### src/rtl/elastic_pipe_reg.sv
// rtl/elastic_pipe_reg.sv - elastic valid/ready pipeline-register chain with flush and occupancy
module elastic_pipe_reg #(
    parameter int                 WIDTH   = 32,
    parameter int                 DEPTH   = 1,
    parameter logic [WIDTH-1:0]   RST_VAL = '0
) (
    input  logic                         CLK,
    input  logic                         nRST,
    input  logic                         flush,
    input  logic                         in_valid,
    output logic                         in_ready,
    input  logic [WIDTH-1:0]             in_data,
    output logic                         out_valid,
    input  logic                         out_ready,
    output logic [WIDTH-1:0]             out_data,
    output logic [$clog2(DEPTH+1)-1:0]   count
);

    localparam int CW = $clog2(DEPTH+1);

    logic [DEPTH-1:0] v_q, v_d;
    logic [WIDTH-1:0] d_q [DEPTH];
    logic [WIDTH-1:0] d_d [DEPTH];
    logic [CW-1:0]    count_q, count_d;

    logic [DEPTH-1:0] adv;
    logic [DEPTH-1:0] inc_v;
    logic [WIDTH-1:0] inc_d [DEPTH];
    logic             in_xfer;
    logic             out_xfer;

    // A stage may advance if it is empty or the stage ahead of it advances,
    // which is what lets bubbles collapse while the output is stalled.
    always_comb begin
        logic a;
        adv = '0;
        a = !v_q[DEPTH-1] | out_ready;
        adv[DEPTH-1] = a;
        for (int k = DEPTH-2; k >= 0; k--) begin
            a = !v_q[k] | a;
            adv[k] = a;
        end
    end

    always_comb begin
        inc_v = '0;
        for (int k = 0; k < DEPTH; k++) begin
            inc_d[k] = '0;
        end
        inc_v[0] = in_valid;
        inc_d[0] = in_data;
        for (int k = 1; k < DEPTH; k++) begin
            inc_v[k] = v_q[k-1];
            inc_d[k] = d_q[k-1];
        end
    end

    assign in_ready  = adv[0] & !flush;
    assign out_valid = v_q[DEPTH-1];
    assign out_data  = d_q[DEPTH-1];
    assign count     = count_q;
    assign in_xfer   = in_valid & in_ready;
    assign out_xfer  = out_valid & out_ready;

    always_comb begin
        v_d     = v_q;
        count_d = count_q;
        for (int k = 0; k < DEPTH; k++) begin
            d_d[k] = d_q[k];
        end
        if (flush) begin
            v_d     = '0;
            count_d = '0;
            for (int k = 0; k < DEPTH; k++) begin
                d_d[k] = RST_VAL;
            end
        end else begin
            // Payload only loads under a valid incoming entry so empty stages keep stale data stable.
            for (int k = 0; k < DEPTH; k++) begin
                if (adv[k]) begin
                    v_d[k] = inc_v[k];
                    if (inc_v[k]) begin
                        d_d[k] = inc_d[k];
                    end
                end
            end
            count_d = count_q + CW'(in_xfer) - CW'(out_xfer);
        end
    end

    always_ff @(posedge CLK or negedge nRST) begin
        if (!nRST) begin
            v_q     <= '0;
            count_q <= '0;
            for (int k = 0; k < DEPTH; k++) begin
                d_q[k] <= RST_VAL;
            end
        end else begin
            v_q     <= v_d;
            count_q <= count_d;
            for (int k = 0; k < DEPTH; k++) begin
                d_q[k] <= d_d[k];
            end
        end
    end

endmodule

### config.mk
export PLATFORM = sky130hd
export DESIGN_NAME = elastic_pipe_reg
export DESIGN_NICKNAME = d
export VERILOG_FILES = /design/src/rtl/elastic_pipe_reg.sv
export SDC_FILE = /design/constraint.sdc
export NUM_CORES = 1
export LEC_CHECK = 0
export ABC_CLOCK_PERIOD_IN_PS = 1300
export CAP_MARGIN = 20
export CORE_UTILIZATION = 36
export CTS_BUF_LIST = sky130_fd_sc_hd__clkbuf_16
export DETAILED_ROUTE_END_ITERATION = 16
export PLACE_DENSITY_LB_ADDON = 0.25
export SYNTH_ARGS = -nofsm -noshare
export SYNTH_HDL_FRONTEND = slang
export SYNTH_SLANG_ARGS = --single-unit
### constraint.sdc
create_clock -name CLK -period 1.3 [get_ports CLK]
set_clock_uncertainty 0.2 [all_clocks]
set_input_delay 0.325 -clock CLK [delete_from_list [all_inputs] [get_ports CLK]]
set_output_delay 0.325 -clock CLK [all_outputs]
set_load 0.03 [all_outputs]
* Word-level counts from Yosys, hierarchy flattened
Index checks and enable logic that the tools add are counted.
Storage, ports and cells: bits of input ports 37, logic and storage cells 20, output and inout bits 35, register bits 34
Operators by class: add/subtract/negate cells 2, multiplexer cells 6, bitwise logic cells 4, reduce and logical (&&, ||, !) cells 5
Operators by type and width (count):
- $mux W32 | 3
- $reduce_bool A2 Y1 | 2
- $and A1 B1 Y1 | 3
- $mux W1 | 3
- $logic_not A1 Y1 | 2
- $reduce_and A2 Y1 | 1
- $add A1 B1 Y1 | 1
- $or A1 B1 Y1 | 1
- $sub A1 B1 Y1 | 1

* Longest topological paths before layout
Gate-level depths: netlist of the first run.
word-level depth 7, gate-level depth with buffers 5, gate-level depth less buffers 3

* Worst setup path before layout of the first run
Ideal clock, no wire load.
path kind register to output, start register v_q (netlist: out_valid), end output in_ready, slack -0.533 ns, arrival 1.308 ns, cell stages (with the launch flop) 4, buffers on the path 1, cell sequence dfrtp_1 > and2b_1 > clkbuf_2 > nor2_1
On the way: longest elaborated chain between the ends 3
Ends and longest elaborated chain:
- from (decl) | RTL line 21 | logic [DEPTH-1:0] v_q, v_d;
- from (signal assigned) | RTL line 99 | v_q <= v_d;
- $logic_not A1 Y1 | RTL line 37 | a = !v_q[DEPTH-1] | out_ready;
- $or A1 B1 Y1 | RTL line 37
- $and A1 B1 Y1 | RTL line 58 | assign in_ready = adv[0] & !flush;
- to (decl) | RTL line 11 | output logic in_ready,
No other way between the ends.

* Worst setup path after layout of the first run
Same ends and word-level chain as after synthesis.

==> metrics.cfg, run 1 <==
[finish]
final_util = 0.748
n_antenna_cell = 0
design_area_um2 = 2840
drive_above_1_share = 0.414
area_delta_synth_final_pct = 92.5
finish.net_count = 292
fillers = 260

[synthesis]
synth_top_area_frac = 0.577
yosysWarnings = 0
syn_avg_cell_area_um2 = 9.34
async_flop_share = 1.00
synth_seq_area_share = 0.577
synth_edf_count = 0
synth_area_leaders = dfrtp_1 (58%), a21oi_1 (12%), nand3_1 (11%)
synth_nets = 195
netlist_instances = 158
ys_top_cells_by_count = a21oi_1 (34), dfrtp_1 (34), nand3_1 (33), o21ai_0 (28), buf_2 (12)
synth_top_cell_by_area = dfrtp_1
synth.distinct_cells = 14
netlist_area_um2 = 1480
ys.flop_type = dfrtp_1
ys_ff_latch = 34

[sta]
hold_violations = 0
setup_viol = 69
fin_ws_ps = -343
worst_pin_slew_ps = 357
rsz0062_at_grt = true
setup-tns-final_ps = -7350
fmaxAchievable_mhz = 608
drv_slew = 0
fin_crit_ps = 1640
slew_headroom = 0.762
period_share = 1.26

[clock_tree]
insertion_delay_ps = 280
cts_max_level = 2
clkTransAtPathRegs_ps = 50
clock_sinks = 34
numCtsBuffers = 5
cts_root_buffer = clkbuf_16
cts_tree = built
clockBufferDepth = 2

[place]
dp_slack_ps = -586
portBuffers = 71
place.detailed.hpwl_mm = 3.03
globalplace.congestion = 0.720
placed_area_um2 = 2180

[setup_path]
arrival_ps = 1120
path_cells = and2b_2, nor2_4, buf_6
path_class = register to output port
cp-startpoint = out_valid
r2r_start = out_valid
cp-end-kind = output port
start_kind = register
cp_max_fo = 2
worst_path_max_delay_cell = dfrtp_2
max_stage_delay_ps = 400
crit_required_ps = 770

[die]
fp.dieW_um = 66.0
dieHeight_um = 66.0
rows = 22
die_area_um2 = 4360
io_pins = 72
core_um2 = 3800
start_util = 0.388

[grt]
grt_pass1_wl_mm = 7.56
grt_max_degree = 35
grt_overflow = 0
grt_pass1_vias = 1584
antenna_found_initial = 0
grt.total_usage = 0.233

[route]
dr.pass1.iters = 4
wl_per_cell_um = 17.0
via_per_inst = 5.42
dr_total_vias = 1648
drc_errors = 0
first_iter_violations = 159
drtAntennaViolNets = 0
wl_mm = 5.16

[power]
power_uw = 3030
power_leakage_uw = 0.00126
peakVddDrop_uv = 663
powerDensity_nw_per_um2 = 1070

[outcome]
violations = setup timing
status = finished, violations left

[min_path]
min_path_type = primary input to asynchronous set/reset pin

[job]
maxCapViolCount = 0

-- what timing repair did --
item / in CTS / in global routing
hold endpoints to repair: 34 / 0
hold buffers: 1 / 0
buffers inserted: 13 / 10
pin swaps: 6 / 2
resized for setup: 92 / 19
gates cloned: 1 / 1
setup endpoints to repair: 69 / 69
-- area by class of cell --
class / count / area [um2] / share of cell area
Tap cell: 48 / 60.1 / 0.0211
Inverter: 1 / 8.76 / 0.00308
Clock inverter: 3 / 12.5 / 0.00441
Clock buffer: 5 / 125 / 0.0441
Timing Repair Buffer: 108 / 1100 / 0.389
Multi-Input combinational cell: 105 / 678 / 0.239
Sequential cell: 34 / 852 / 0.300
-- power breakdown --
| part | switching (uW) | internal, uW | leakage, uW | total (uW) |
|---|---|---|---|---|
| clock network | 416 | 691 | 0.0000724 | 1110 |
| logic | 377 | 372 | 0.000738 | 748 |
| registers | 49.5 | 1120 | 0.000453 | 1170 |
| total | 842 | 2180 | 0.00126 | 3030 |
-- metal layers --
layer  track usage  wire length [um]
met2         0.392              2690
met5             0                 0
met3        0.0483               298
met4        0.0638                75
met1         0.302              2100
-- cell families after synthesis --
| kind of cell | count (synthesis) | synth area share |
|---|---|---|
| buffers and inverters | 19 | 0.0611 |
| flip-flops | 34 | 0.577 |
| AO/OA/AOI/OAI | 67 | 0.229 |
| AND/OR/NAND/NOR | 38 | 0.133 |
-- stage by stage --
| stage | cells | hold WS, ps |
|---|---|---|
| 2_1_floorplan | 158 | -171 |
| 3_3_place_gp | 271 | 95.1 |
| 3_5_place_dp | 271 | 98.2 |
| 4_1_cts | 294 | 364 |
| 5_1_grt | 304 | 377 |
| 6_report | 304 | 348 |
-- state kept, by name (all words and copies together), names as in the netlist --
name and count:
out_valid 1, out_data 32, count 1
-- layout by cell type (no fill, tap or decap), drive strengths merged --
cell type	netlist	final
and2b	1	1
inv	1	2
a21oi	34	34
o21ai	32	32
clkinv	0	2
buf	12	71
nand3b	1	1
nand3	33	33
dfrtp	34	34
dlygate4sd2	0	2
nor2	1	1
a21o	1	1
clkbuf	6	6
clkdlybuf4s50	0	33
dlygate4sd3	0	1
nand2b	2	2
-- worst max-delay path: cells and delay by family (launching register included) --
family | cells | cell delay [ps]
buffers and inverters | 1 | 130
DFF | 1 | 400
and+or+nand+nor | 2 | 310
-- worst paths after layout --
kind,to,slack (ps),cells past startpoint
max,in_ready,-340,3
min,out_data[3],350,3
min in group CLK,out_data[23],360,2
max in group asynchronous,out_valid,370,3
max reg2reg,out_data[12],-180,5
min reg2reg,out_data[23],360,2
(Power assumes the default switching activity.)
==> run 2: changes to the inputs <==
--- a/config.mk
+++ b/config.mk
@@ -6,11 +6,11 @@
 export NUM_CORES = 1
 export LEC_CHECK = 0
 export ABC_CLOCK_PERIOD_IN_PS = 1300
-export CAP_MARGIN = 20
 export CORE_UTILIZATION = 36
 export CTS_BUF_LIST = sky130_fd_sc_hd__clkbuf_16
 export DETAILED_ROUTE_END_ITERATION = 16
 export PLACE_DENSITY_LB_ADDON = 0.25
+export REMOVE_ABC_BUFFERS = 1
 export SYNTH_ARGS = -nofsm -noshare
 export SYNTH_HDL_FRONTEND = slang
 export SYNTH_SLANG_ARGS = --single-unit
==> run 2 against run 1 <==
Effect of this change: the run still ends with setup timing left; combinational power grew 9.8%; die area is the same; count of clock-buffer cells in the layout is the same; non-clock buffer count shrank 15; via count shrank 1.9%; clock power grew 15%; cell count shrank 5.3%; sequential cell count is the same; critical path depth is the same; setup slack gained 13 ps; cell area grew 8.6%; total power grew 8.1%; critical path type unchanged.
==> metrics.cfg, run 2 (synthesized netlist as in run 1, its figures left out) <==
[clock_tree]
clkTransAtPathRegs_ps = 50  ; about the same
holdBufCountCts = 0  ; -1
insertion_delay_ps = 270  ; about the same
cts_root_buffer = clkbuf_16
numCtsBuffers = 5  ; unchanged
clockBufferDepth = 2  ; unchanged
clock_sinks = 34  ; unchanged
cts_tree = built
cts_max_level = 2  ; unchanged

[power]
powerDensity_nw_per_um2 = 1060  ; -0.47%
power_leakage_uw = 0.00127  ; +0.50%
peakVddDrop_uv = 864  ; +30%
power_uw = 3270  ; +8.1%

[finish]
final_common_cell = buf_6
drive_above_1_share = 0.538  ; +0.123
largest_register_ffs = 32  ; unchanged
mostFrequentLayoutCells = buf_6 (37), dfrtp_1 (34), clkdlybuf4s50_1 (34)
n_antenna_cell = 0  ; unchanged
area_delta_synth_final_pct = 109
finish.net_count = 277  ; -5.1%
final_util = 0.812  ; +0.0646

[die]
rows = 22  ; unchanged
start_util = 0.388  ; unchanged
die_area_um2 = 4360  ; unchanged
io_pins = 72  ; unchanged
core_um2 = 3800  ; unchanged
dieHeight_um = 66.0  ; unchanged
fp.dieW_um = 66.0  ; unchanged

[setup_path]
r2r_setup_slack_ps = -330  ; -150 ps
cp_max_fo = 2  ; unchanged
max_stage_delay_ps = 370  ; -30 ps
worst_path_max_delay_cell = dfrtp_1
cp-end-kind = output port
cp_top_family = flip-flops
start_kind = register
r2r_start = out_valid
r2r-end = out_data[4]
arrival_ps = 1110  ; about the same
worstRegToRegCells = 7  ; +2
crit_required_ps = 770  ; about the same
path_class = register to output port
path_cells = and2b_2, nor2_1, buf_4
crit_buf_inv = 1  ; unchanged

[route]
wl_mm = 5.59  ; +8.3%
drtAntennaViolNets = 0  ; unchanged
dr.pass1.iters = 4  ; unchanged
wl_per_cell_um = 19.4  ; +14%
drc_errors = 0  ; unchanged
first_iter_violations = 75  ; -53%
dr_total_vias = 1616  ; -1.9%
via_per_inst = 5.61  ; +3.5%

[sta]
slew_headroom = 0.751  ; -0.0110
hold_violations = 0  ; unchanged
fmaxAchievable_mhz = 613  ; +0.78%
drv_slew = 0  ; unchanged
period_share = 1.25  ; -0.00979
fin_crit_ps = 1630  ; -12.7 ps
rsz0062_at_grt = true
fin_ws_ps = -331  ; +12.7 ps
worst_pin_slew_ps = 374  ; +16.7 ps
setup_viol = 69  ; unchanged
fin_hold_ws_ps = 222  ; -126 ps

[outcome]
violations = setup timing
status = finished, violations left

[place]
portBuffers = 71  ; unchanged
globalplace.congestion = 0.698  ; -3.0%
dp_slack_ps = -546  ; +39.2 ps
place.detailed.hpwl_mm = 2.87  ; -5.3%

[grt]
antenna_found_initial = 0  ; unchanged
grt.total_usage = 0.237  ; +0.00361
grt_overflow = 0  ; unchanged
grt_max_degree = 35  ; unchanged
grt_pass1_wl_mm = 7.57  ; about the same
grt_pass1_vias = 1546  ; -2.4%

[job]
maxCapViolCount = 0  ; unchanged

[min_path]
min_path_type = primary input to asynchronous set/reset pin

run 2: cell count changes in the layout (fill, tap and decap cells not counted), sizes merged:
cell / delta
buf: -16
bufinv: +1
clkdlybuf4s15: +1
clkdlybuf4s50: +1
dlygate4sd2: -1
inv: -1
dlygate4sd3: -1
clkinv: -1
clkbuf: +1
run 2: metrics by stage:
| step | instance area [um2] | instances | TNS [ps] |
|---|---|---|---|
| 6_report | 3090 | 288 | -10940 |
| 5_1_grt | 3090 | 288 | -13180 |
| 4_1_cts | 2640 | 283 | -8600 |
| 3_5_place_dp | 2190 | 270 | -16950 |
| 3_3_place_gp | 2190 | 270 | -15510 |
| 2_1_floorplan | 1390 | 140 | -13260 |
run 2: power breakdown:
part | internal [uW] | switching [uW]
clock network | 884 | 399
logic | 387 | 434
registers | 1120 | 46.4
total | 2390 | 879
run 2: worst max-delay path by stage:
stage	depth (start not counted)	slack (ps)	startpoint	end
floorplan	2	-620	out_valid	in_ready
global placement	4	-510	out_ready	in_ready
detailed placement	5	-550	out_ready	out_data[0]
CTS	3	-320	out_valid	in_ready
global route	3	-390	out_valid	in_ready
finish	3	-330	out_valid	in_ready
run 2: repair_timing:
item	4_1_cts	5_1_grt
gates resized for setup	63	71
endpoints found under the setup margin	69	69
gates cloned	2	2
buffers inserted	5	4
pin swaps	4	40
run 2: per-layer routing:
layer	routed length [um]	vias to the layer above	global-route usage
li1	-	729	-
met1	2300	807	0.270
met2	2880	71	0.423
met3	320	9	0.0690
met4	90	0	0.0691
met5	0	-	0
run 2: layout make-up:
class / instances / area [um2]
fillers: 208 / 713
multi-input cells: 105 / 967
flip-flops and latches: 34 / 851
repair buffers: 93 / 1040
inverters: 1 / 8.76
well taps: 48 / 60.1
clock buffers: 5 / 125
clock inverters: 2 / 33.8
